**src/rtl/fetch_pkg.sv**
```systemverilog
// fetch_pkg: fetch FSM states, reset instruction word and RISC-V opcodes shared with decode
package fetch_pkg;
    typedef enum logic [1:0] {
        IDLE  = 2'd0,
        FETCH = 2'd1,
        DRAIN = 2'd2
    } fetch_state_t;
    localparam logic [31:0] NOP_INST   = 32'h0000_0013;
    localparam logic [6:0]  OPC_BRANCH = 7'b1100011;
    localparam logic [6:0]  OPC_LOAD   = 7'b0000011;
    localparam logic [6:0]  OPC_STORE  = 7'b0100011;
    localparam logic [6:0]  OPC_OPIMM  = 7'b0010011;
endpackage

```
**src/rtl/inst_fetch_unit_pc_reg.sv**
```systemverilog
// pc_reg: program counter with external load (priority) and +4 advance
module pc_reg #(
    parameter logic [31:0] RESET_PC = 32'h0000_0000
) (
    input  logic        clk,
    input  logic        rst,
    input  logic        load,
    input  logic [31:0] load_val,
    input  logic        inc,
    input  logic [31:0] inc_base,
    output logic [31:0] pc
);
    always_ff @(posedge clk or posedge rst)
        if (rst) pc <= RESET_PC;
        else if (load) pc <= load_val;
        else if (inc) pc <= inc_base + 32'd4;
endmodule

```
**src/rtl/inst_fetch_unit.sv**
```systemverilog
// inst_fetch_unit: multi-cycle fetch stage with req/ack memory port and instruction register.
// FETCH_ALIGN_CHECK_EN: reject misaligned fetch targets and raise sticky misalign_err.
module inst_fetch_unit #(
    parameter logic [31:0] RESET_PC = 32'h0000_0000,
    parameter logic [31:0] NOP_INST = fetch_pkg::NOP_INST
) (
    input  logic        clk,
    input  logic        rst,
    input  logic        fetch_go,
    input  logic        flush,
    input  logic        pc_we,
    input  logic [31:0] pc_next,
    output logic        imem_req,
    output logic [31:0] imem_addr,
    input  logic        imem_ack,
    input  logic [31:0] imem_rdata,
    output logic [31:0] inst_out,
    output logic [31:0] inst_pc,
    output logic [31:0] pc_out,
    output logic        inst_valid,
    output logic        busy,
    output logic        misalign_err
);
    import fetch_pkg::*;
    fetch_state_t state, state_n;
    logic [31:0] target;
    logic        misalign, accept, reject, ack_take;
    assign target   = pc_we ? pc_next : pc_out;
`ifdef FETCH_ALIGN_CHECK_EN
    assign misalign = target[1:0] != 2'b00;
`else
    assign misalign = 1'b0;
`endif
    assign accept   = state == IDLE && fetch_go && !misalign;
    assign reject   = state == IDLE && fetch_go && misalign;
    assign ack_take = state == FETCH && imem_ack && !flush;
    // request is outstanding exactly while not IDLE, so async reset drops it at once
    assign busy     = state != IDLE;
    assign imem_req = busy;
    pc_reg #(.RESET_PC(RESET_PC)) u_pc (
        .clk      (clk),
        .rst      (rst),
        .load     (pc_we && !reject),
        .load_val (pc_next),
        .inc      (ack_take),
        .inc_base (imem_addr),
        .pc       (pc_out)
    );
    always_ff @(posedge clk or posedge rst)
        if (rst) state <= IDLE;
        else state <= state_n;
    always_comb begin
        state_n = state;
        case (state)
            IDLE:    state_n = accept ? FETCH : IDLE;
            FETCH:   state_n = imem_ack ? IDLE : (flush ? DRAIN : FETCH);
            DRAIN:   state_n = imem_ack ? IDLE : DRAIN;
            default: state_n = IDLE;
        endcase
    end
    always_ff @(posedge clk or posedge rst)
        if (rst) begin
            imem_addr  <= RESET_PC;
            inst_out   <= NOP_INST;
            inst_pc    <= RESET_PC;
            inst_valid <= 1'b0;
        end else begin
            if (accept) imem_addr <= target & ~32'd3;
            if (ack_take) begin
                inst_out <= imem_rdata;
                inst_pc  <= imem_addr;
            end
            inst_valid <= ack_take ? 1'b1 : (accept || reject || flush) ? 1'b0 : inst_valid;
        end
`ifdef FETCH_ALIGN_CHECK_EN
    always_ff @(posedge clk or posedge rst)
        if (rst) misalign_err <= 1'b0;
        else if (reject) misalign_err <= 1'b1;
        else if (accept) misalign_err <= 1'b0;
`else
    assign misalign_err = 1'b0;
`endif
endmodule

```
**config.mk**
```make
export PLATFORM = sky130hd
export DESIGN_NAME = inst_fetch_unit
export DESIGN_NICKNAME = d
export VERILOG_FILES = /design/src/rtl/fetch_pkg.sv /design/src/rtl/inst_fetch_unit_pc_reg.sv /design/src/rtl/inst_fetch_unit.sv
export SDC_FILE = /design/constraint.sdc
export NUM_CORES = 1
export LEC_CHECK = 0
export ABC_AREA = 1
export CORE_MARGIN = 2
export CORE_UTILIZATION = 44
export DETAILED_ROUTE_END_ITERATION = 12
export PLACE_DENSITY = 0.74
export SYNTH_ARGS = -nofsm -noshare
export SYNTH_HDL_FRONTEND = slang
export SYNTH_SLANG_ARGS = --single-unit
export TNS_END_PERCENT = 20
```
**constraint.sdc**
```tcl
create_clock -name clk -period 13 [get_ports clk]
set_input_delay 2.6 -clock clk [delete_from_list [all_inputs] [get_ports clk]]
set_output_delay 2.6 -clock clk [all_outputs]
set_load 0.05 [all_outputs]
```
==> results of run 1 <==
cells in the final DEF (no fill, tap or decap), drive strengths merged, types with 2 or more instances in the layout:
cell           synthesis  routed
o21ai                 70      70
a22o                   2       2
and2                   3       3
nor2                  49      49
a31oi                  5       5
buf                   30       5
nand2                300     300
o211ai                 8       8
clkdlybuf4s50          0     195
dfrtp                124     124
inv                   70      70
dfstp                  3       3
xor2                   2       2
a21oi                 39      39
nand3                 40      40
clkbuf                 6      25
clkinv                 0       6
conb                   1       5
per-layer routing:
| layer | vias up | share of wire, % | global-route usage (%) |
|---|---|---|---|
| met5 | - | 0 | 0 |
| met4 | 0 | 1.4 | 7.49 |
| met1 | 2583 | 46 | 32.6 |
| li1 | 2769 | - | - |
| met3 | 19 | 5.4 | 4.86 |
| met2 | 197 | 47 | 37.3 |
stage by stage:
stage,cell area [sq um],power [mW],instances
after floorplan,6020,1.27,761
after global placement,7990,1.62,1101
after detailed placement,7990,1.63,1101
after CTS,8540,2.08,1133
after global routing,8540,2.16,1133
final,8540,2.06,1133
synth_stat cells, drive strengths merged:
cell type,number,area share (%)
xor2,2,0.29
conb,1,0.062
nand4,1,0.21
a22o,2,0.29
ha,1,0.21
dfrtp,124,52
a31oi,5,0.52
buf,30,3.7
nand2,300,19
o21a,1,0.13
a21oi,39,3.3
nand3,40,3.3
clkbuf,6,0.37
inv,70,4.4
a211oi,1,0.13
o211ai,8,1.0
o21ai,70,5.8
dfstp,3,1.3
nor2,49,3.9
and2,3,0.31
o41ai,1,0.15
cell families (layout without fill, tap and decap cells):
group,after synthesis,after routing,synth area share (%)
AND/OR/NAND/NOR,393,393,26.7
AO/OA/AOI/OAI,127,127,11.3
flip-flops,127,127,53.0
buffers and inverters,106,302,8.48
XOR/XNOR,2,2,0.292
adder cells (fa/ha/maj),1,1,0.208
other,1,5,0.0624
worst min-delay path by stage:
stage          slack, ns           to  depth (start not counted)   startpoint
5_1_grt             0.49  inst_pc[12]                          2  inst_pc[12]
3_3_place_gp        0.46  inst_out[4]                          2  inst_out[4]
6_report            0.47  inst_out[4]                          2  inst_out[4]
2_1_floorplan       0.45     state[0]                          1     state[1]
3_5_place_dp        0.46  inst_out[1]                          2  inst_out[1]
4_1_cts             0.48  inst_pc[12]                          2  inst_pc[12]
report_power, final:
| part | internal, mW | switching, mW |
|---|---|---|
| sequential | 0.528 | 0.112 |
| combinational | 0.309 | 0.674 |
| clock | 0.276 | 0.164 |
| total | 1.11 | 0.951 |
critical path: cells and delay by family:
| kind | cells | cell delay (ns) |
|---|---|---|
| compound gates | 1 | 0.15 |
| simple gates | 1 | 0.54 |
| buf+inv | 3 | 1.61 |
layout make-up:
class | count | area, sq um
tap | 176 | 220
clock inverter | 7 | 60.1
inverter | 70 | 265
fill | 1143 | 4760
multi-input combinational | 528 | 2340
sequential | 127 | 3180
clock buffer | 25 | 485
timing repair buffer | 200 | 1990
==> impl_metrics.yaml, run 1 <==
floorplanning:
  io-pin-count: 202
  die_h_um: 121
  fp.dieArea_sq_mm: 0.0146
  row_count: 42
  core_area_sq_mm: 0.0133
  start_util_pct: 45.2
  die_width_um: 121
synth:
  synth_area_sq_mm: 0.00601
  syn_inst: 757
  yosysSeqAreaShare_pct: 53.0
  yosysWarnings: 0
  synth_cell_type_count: 30
  synth_area_per_cell_sq_um: 7.93
  yosys_register_bits: 127
cells_and_area:
  final_core_util_pct: 64.2
  antennaDiodeCount: 0
  area_growth_pct: 42.2
  drive_gt1_share_pct: 5.43
  layout.nets: 1015
detailed_routing:
  num_vias: 5568
  viasPerCell: 4.91
  first_iter_violations: 343
  first_pass_iters: 6
  drcViolationCount: 0
  routedWlPerCell_um: 14.9
  drt-total-wl_um: 16900
  drtAntennaViolNets: 0
sta:
  hold_ws_ns: 0.475
  worst_pin_slew_ns: 0.930
  setup_ws_ns: 8.31
  period_minus_slack_ns: 4.69
  fin_worst_skew_ns: 0.00521
  slew_headroom_pct: 38.0
  period_share_pct: 36.1
  drv_slew: 0
  hold_viol: 0
  timing.setup.tns_ns: 0
  rsz0062_at_grt: "false"
  setup_violations: 0
  max_freq_mhz: 213
setup_path:
  reg2reg_depth: 5
  cp.required_ns: 13.27
  r2r-start: "state[1]"
  cp-startpoint: "imem_ack"
  crit_path_end: "u_pc.pc[9]"
  cp_data_arrival_time_ns: 4.96
  path_cells: "clkdlybuf4s50_1 -> nand4_4 -> buf_4 -> inv_2 -> o211ai_1"
  setup.worst_path.end_class: "register"
  critPathLaunchType: "input pin"
  cp_max_fo: 50
  r2r_slack_ns: 10.58
  crit_slowest_cell: "clkdlybuf4s50_1"
  slowest_delay_ns: 0.55
  path_class: "input pin to register"
  r2r-end: "u_pc.pc[9]"
global_route:
  grt_pass1_vias: 5091
  grt_pass1_wl_um: 26700
  gr-total-overflow: 0
  grt_max_degree: 74
  grt_use_total_pct: 23.6
  antenna_found_initial: 0
cts:
  cts_hold_buffers: 0
  clk_latency_ns: 0.42
  cts_buffer_depth: 2
  clock-root-buffer: "clkbuf_16"
  htreeDepth: 4
  cts-resized-gates: 0
  clock-sinks: 127
  cts_made_buffers: 17
  clk_pin_slew_worst_paths_ns: 0.06
  cts_setup_buffers: 0
  cts_tree: "built"
run_status:
  status: "complete, no violations"
placement:
  place_congestion: 0.897
  portBuffers: 196
  dp_hpwl_um: 11700
  dpl_worst_slack_ns: 7.86
power_and_ir_drop:
  p_per_area_mw_per_mm2: 242
  leakage_nw: 3.99
  peakVddDrop_mv: 0.125
worst_hold_path:
  hold_class: "register to register"
flow_run:
  cap_violations: 0
(Power assumes the default switching activity.)
==> run 2: changes to the inputs <==
--- a/config.mk
+++ b/config.mk
@@ -7,7 +7,7 @@
 export LEC_CHECK = 0
 export ABC_AREA = 1
 export CORE_MARGIN = 2
-export CORE_UTILIZATION = 44
+export CORE_UTILIZATION = 42
 export DETAILED_ROUTE_END_ITERATION = 12
 export PLACE_DENSITY = 0.74
 export SYNTH_ARGS = -nofsm -noshare
==> constraint.sdc (replaced) <==
create_clock -name clk -period 4.1 [get_ports clk]
set_input_delay 0.82 -clock clk [delete_from_list [all_inputs] [get_ports clk]]
set_output_delay 0.82 -clock clk [all_outputs]
set_load 0.05 [all_outputs]
==> impl_metrics.yaml, run 2 (synthesis gave the netlist of run 1 again) <==
global_route:
  antenna_found_initial: 0
  grt_pass1_vias: 5352
  grt_use_total_pct: 23.4
  grt_pass1_wl_um: 27100
  gr-total-overflow: 0
  grt_max_degree: 68
floorplanning:
  die_width_um: 124
  fp.dieArea_sq_mm: 0.0153
  row_count: 43
  io-pin-count: 202
  start_util_pct: 43.1
  die_h_um: 124
  core_area_sq_mm: 0.0139
cts:
  cts_buffer_depth: 2
  clk_pin_slew_worst_paths_ns: 0.05
  cts_setup_buffers: 0
  clock-sinks: 127
  clock-root-buffer: "clkbuf_16"
  clk_latency_ns: 0.42
  cts-resized-gates: 0
  cts_tree: "built"
  cts_made_buffers: 17
  cts_hold_buffers: 0
  htreeDepth: 4
run_status:
  status: "complete, no violations"
power_and_ir_drop:
  p_per_area_mw_per_mm2: 762
  peakVddDrop_mv: 0.399
  leakage_nw: 3.98
  p_total_mw: 6.51
cells_and_area:
  antennaDiodeCount: 0
  area_growth_pct: 42.2
  final_cells: 1134
  mostFrequentLayoutCells: "297 x nand2_1, 195 x clkdlybuf4s50_1, 124 x dfrtp_1, 65 x inv_1, 65 x o21ai_0"
  n_fill_cell: 1242
  layout.nets: 1017
  drive_gt1_share_pct: 5.24
  final_common_cell: "nand2_1"
setup_path:
  cp.depth: 1
  crit_slowest_cell: "clkdlybuf4s50_1"
  crit_family: "buffers and inverters"
  path_class: "register to primary output"
  cp_max_fo: 6
  critPathLaunchType: "register"
  reg2reg_depth: 5
  cp_num_buf_inv: 1
  slowest_delay_ns: 0.91
  setup.worst_path.end_class: "primary output"
  path_cells: "clkdlybuf4s50_1"
  cp.required_ns: 3.28
  cp_data_arrival_time_ns: 1.84
sta:
  timing.setup.tns_ns: 0
  drv_slew: 0
  max_freq_mhz: 376
  worst_pin_slew_ns: 0.671
  rsz0062_at_grt: "false"
  setup_violations: 0
  fin_worst_skew_ns: 0.00883
  hold_viol: 0
  slew_headroom_pct: 55.2
  period_share_pct: 64.9
  period_minus_slack_ns: 2.66
placement:
  dp_hpwl_um: 12500
  portBuffers: 196
  place_congestion: 0.880
  dp_cells: 1107
detailed_routing:
  drtAntennaViolNets: 0
  drcViolationCount: 0
  first_pass_iters: 5
  drt-total-wl_um: 17600
  routedWlPerCell_um: 15.5
  first_iter_violations: 428
  viasPerCell: 4.91
  num_vias: 5571
flow_run:
  cap_violations: 0
worst_hold_path:
  holdPathStages: 2
  hold_class: "register to register"
==> run 2: cell count changes in the layout (fill, tap and decap cells not counted) <==
cell        delta
buf_12         +1
buf_4          +1
clkbuf_8       +2
inv_4          -1
clkbuf_1       -1
clkinvlp_4     +1
clkinv_2       -5
bufinv_16      -1
==> run 2: path summary, 6_finish.rpt <==
| check | from | endpoint | slack, ns |
|---|---|---|---|
| setup / recovery | imem_addr[12] | imem_addr[12] | 1.44 |
| hold / removal | inst_pc[16] | inst_pc[16] | 0.48 |
| setup reg to reg | state[1] | u_pc.pc[12] | 2.23 |
| hold reg to reg | inst_pc[16] | inst_pc[16] | 0.48 |
| max in group asynchronous | rst | u_pc.pc[24] | 2.42 |
| min in group asynchronous | rst | inst_out[17] | 0.81 |
==> run 2: layout make-up <==
| cell class | instances | area, sq um | share of cell area, % |
|---|---|---|---|
| Sequential cell | 127 | 3180 | 37.3 |
| Multi-Input combinational cell | 528 | 2340 | 27.4 |
| Timing Repair Buffer | 202 | 2010 | 23.6 |
| Clock buffer | 26 | 509 | 5.96 |
| Inverter | 70 | 267 | 3.12 |
| Tap cell | 180 | 225 | 2.64 |
| Clock inverter | 1 | 5.00 | 0.0586 |
==> run 2: metrics by stage <==
step           setup slack [ns]  area, sq um  hold WS [ns]  util, %
2_1_floorplan              1.72         6020         0.452        -
3_3_place_gp               1.34         8030         0.454     57.6
3_5_place_dp               1.26         8030         0.466     57.6
4_1_cts                    1.43         8540         0.480     61.3
5_1_grt                    1.36         8540         0.496     61.3
6_report                   1.44         8540         0.476     61.3
==> run 2: report_power, final <==
group	leakage [nW]	internal (mW)	total [mW]	switching, mW
clock network	0.254	0.833	1.34	0.504
registers	1.58	1.68	2.04	0.363
logic	2.15	0.983	3.13	2.15
==> run 2: per-layer routing <==
metal  part of all wire [%]  vias up  GRT usage (%)  routed length [um]
li1                       -     2758              -                   -
met1                     44     2572           30.5                7720
met5                      0        -              0                   0
met3                    8.1       25           6.55                1430
met4                    1.7        0           7.46                 296
met2                     46      216           38.0                8140
==> run 3: changes to the inputs <==
==> constraint.sdc (replaced) <==
create_clock -name clk -period 2.15 [get_ports clk]
set_input_delay 0.43 -clock clk [delete_from_list [all_inputs] [get_ports clk]]
set_output_delay 0.43 -clock clk [all_outputs]
set_load 0.05 [all_outputs]
==> impl_metrics.yaml, run 3 (synthesis gave the netlist of run 1 again) <==
cts:
  cts_setup_buffers: 0
  cts_hold_buffers: 0
  cts_tree: "built"
  clk_pin_slew_worst_paths_ns: 0.06
  htreeDepth: 4
  cts_made_buffers: 17
  clock-root-buffer: "clkbuf_16"
  clock-sinks: 127
  cts_buffer_depth: 2
  clk_latency_ns: 0.42
placement:
  dpl_cell_area_sq_mm: 0.00823
  portBuffers: 196
  place_congestion: 0.900
  dpl_worst_slack_ns: 0.151
  dp_hpwl_um: 12800
power_and_ir_drop:
  p_int_mw: 6.89
  clockPowerShare_pct: 22.3
  pwr-share-comb_pct: 47.8
  p_switching_mw: 5.78
  p_sw_share_pct: 45.6
  peakVddDrop_mv: 0.643
  p_per_area_mw_per_mm2: 1440
  p_total_mw: 12.7
  leakage_nw: 4.26
  seqPwrFrac_pct: 29.9
sta:
  timing.setup.tns_ns: 0
  period_share_pct: 97.5
  hold_viol: 0
  slew_headroom_pct: 61.6
  worst_pin_slew_ns: 0.574
  period_minus_slack_ns: 2.10
  rsz0062_at_grt: "false"
  drv_slew: 0
  fin_worst_skew_ns: 0.00797
  setup_ws_ns: 0.0539
  setup_violations: 0
  max_freq_mhz: 477
  hold_ws_ns: 0.429
cells_and_area:
  mostFrequentLayoutCells: "297 x nand2_1, 168 x clkdlybuf4s50_1, 124 x dfrtp_1, 65 x inv_1, 65 x o21ai_0"
  layout.nets: 1036
  final_common_cell: "nand2_1"
  drive_gt1_share_pct: 8.29
  design_area_sq_mm: 0.00882
  antennaDiodeCount: 0
  area_growth_pct: 46.9
detailed_routing:
  routedWlPerCell_um: 15.2
  drtAntennaViolNets: 0
  met1_length_um: 7720
  viasPerCell: 4.87
  wl_met3_um: 1480
  highest_layer: "met4"
  drt-total-wl_um: 17600
  num_vias: 5636
  drcViolationCount: 0
  wl_met2_um: 7970
  first_iter_violations: 398
  first_pass_iters: 5
setup_path:
  cp.required_ns: 1.72
  critPathLaunchType: "register"
  slowest_delay_ns: 0.83
  cp_max_fo: 5
  path_cells: "clkdlybuf4s50_1"
  path_class: "register to primary output"
  cp_num_buf_inv: 1
  cp_data_arrival_time_ns: 1.67
  r2r_slack_ns: 0.43
  crit_family: "buffers and inverters"
  crit_slowest_cell: "clkdlybuf4s50_1"
  setup.worst_path.end_class: "primary output"
global_route:
  grt_use_total_pct: 24.0
  gr-total-overflow: 0
  grt_pass1_wl_um: 27800
  antenna_found_initial: 0
  grt_max_degree: 39
  grt_pass1_vias: 5336
floorplanning:
  start_util_pct: 43.1
  die_width_um: 124
  core_area_sq_mm: 0.0139
  fp.dieArea_sq_mm: 0.0153
  row_count: 43
  die_h_um: 124
  io-pin-count: 202
run_status:
  status: "complete, no violations"
worst_hold_path:
  hold_class: "input pin to asynchronous set/reset pin"
flow_run:
  cap_violations: 0
## run 3: changes by cell type in the layout (fill, tap and decap cells not counted)
cell / before / now
buf_12: 1 / 7
buf_4: 5 / 24
bufinv_16: 0 / 1
clkbuf_1: 4 / 2
clkbuf_8: 5 / 8
clkdlybuf4s50_1: 195 / 168
clkinv_2: 1 / 2
clkinvlp_4: 1 / 2
dlygate4sd2_1: 0 / 14
dlymetal6s2s_1: 0 / 7
## run 3: power groups by stage
stage | clock [mW] | sequential (mW) | combinational (mW)
6_report | 2.83 | 3.79 | 6.05
5_1_grt | 3.00 | 3.90 | 6.42
4_1_cts | 2.88 | 3.79 | 6.10
3_5_place_dp | 0 | 3.82 | 6.15
3_3_place_gp | 0 | 3.80 | 6.09
2_1_floorplan | 0 | 6.52 | 1.18
## run 3: layout make-up
| cell class | instances | area, sq um |
|---|---|---|
| Fill cell | 1206 | 5110 |
| Sequential cell | 127 | 3180 |
| Multi-Input combinational cell | 528 | 2340 |
| Timing Repair Buffer | 221 | 2220 |
| Clock buffer | 27 | 543 |
| Inverter | 70 | 267 |
| Tap cell | 180 | 225 |
| Clock inverter | 4 | 47.5 |
## run 3: worst reg2reg max path: cells and delay by family, from the launching register on
kind                       cells  cell delay, ns
adders and majority gates      1            0.19
DFF                            1            0.40
and+or+nand+nor                7            1.02
## run 3: metrics by stage
step           utilization (%)  instances
2_1_floorplan                -        761
3_3_place_gp              59.1       1126
3_5_place_dp              59.1       1126
4_1_cts                   63.2       1157
5_1_grt                   63.3       1157
6_report                  63.3       1157
## run 3: timing repair
action	CTS	global route
cloned	0	0
endpoints found under the setup margin	14	7
pin swaps	0	0
resized for setup	14	7
## run 3: final timing paths
check                                   start             to  depth (start not counted)
worst min register to register    inst_out[0]    inst_out[0]                          2
max in group asynchronous                 rst    inst_out[4]                          3
worst max-delay path            imem_addr[30]  imem_addr[30]                          1
min in group clk                  inst_out[0]    inst_out[0]                          2
worst min-delay path                      rst   inst_out[23]                          2
worst max register to register   imem_addr[3]    u_pc.pc[24]                          8
## run 3: layer usage
metal	vias to the layer above	GRT usage, %
li1	2810	-
met1	2575	32.0
met2	223	37.0
met3	28	6.82
met4	0	9.66
met5	-	0
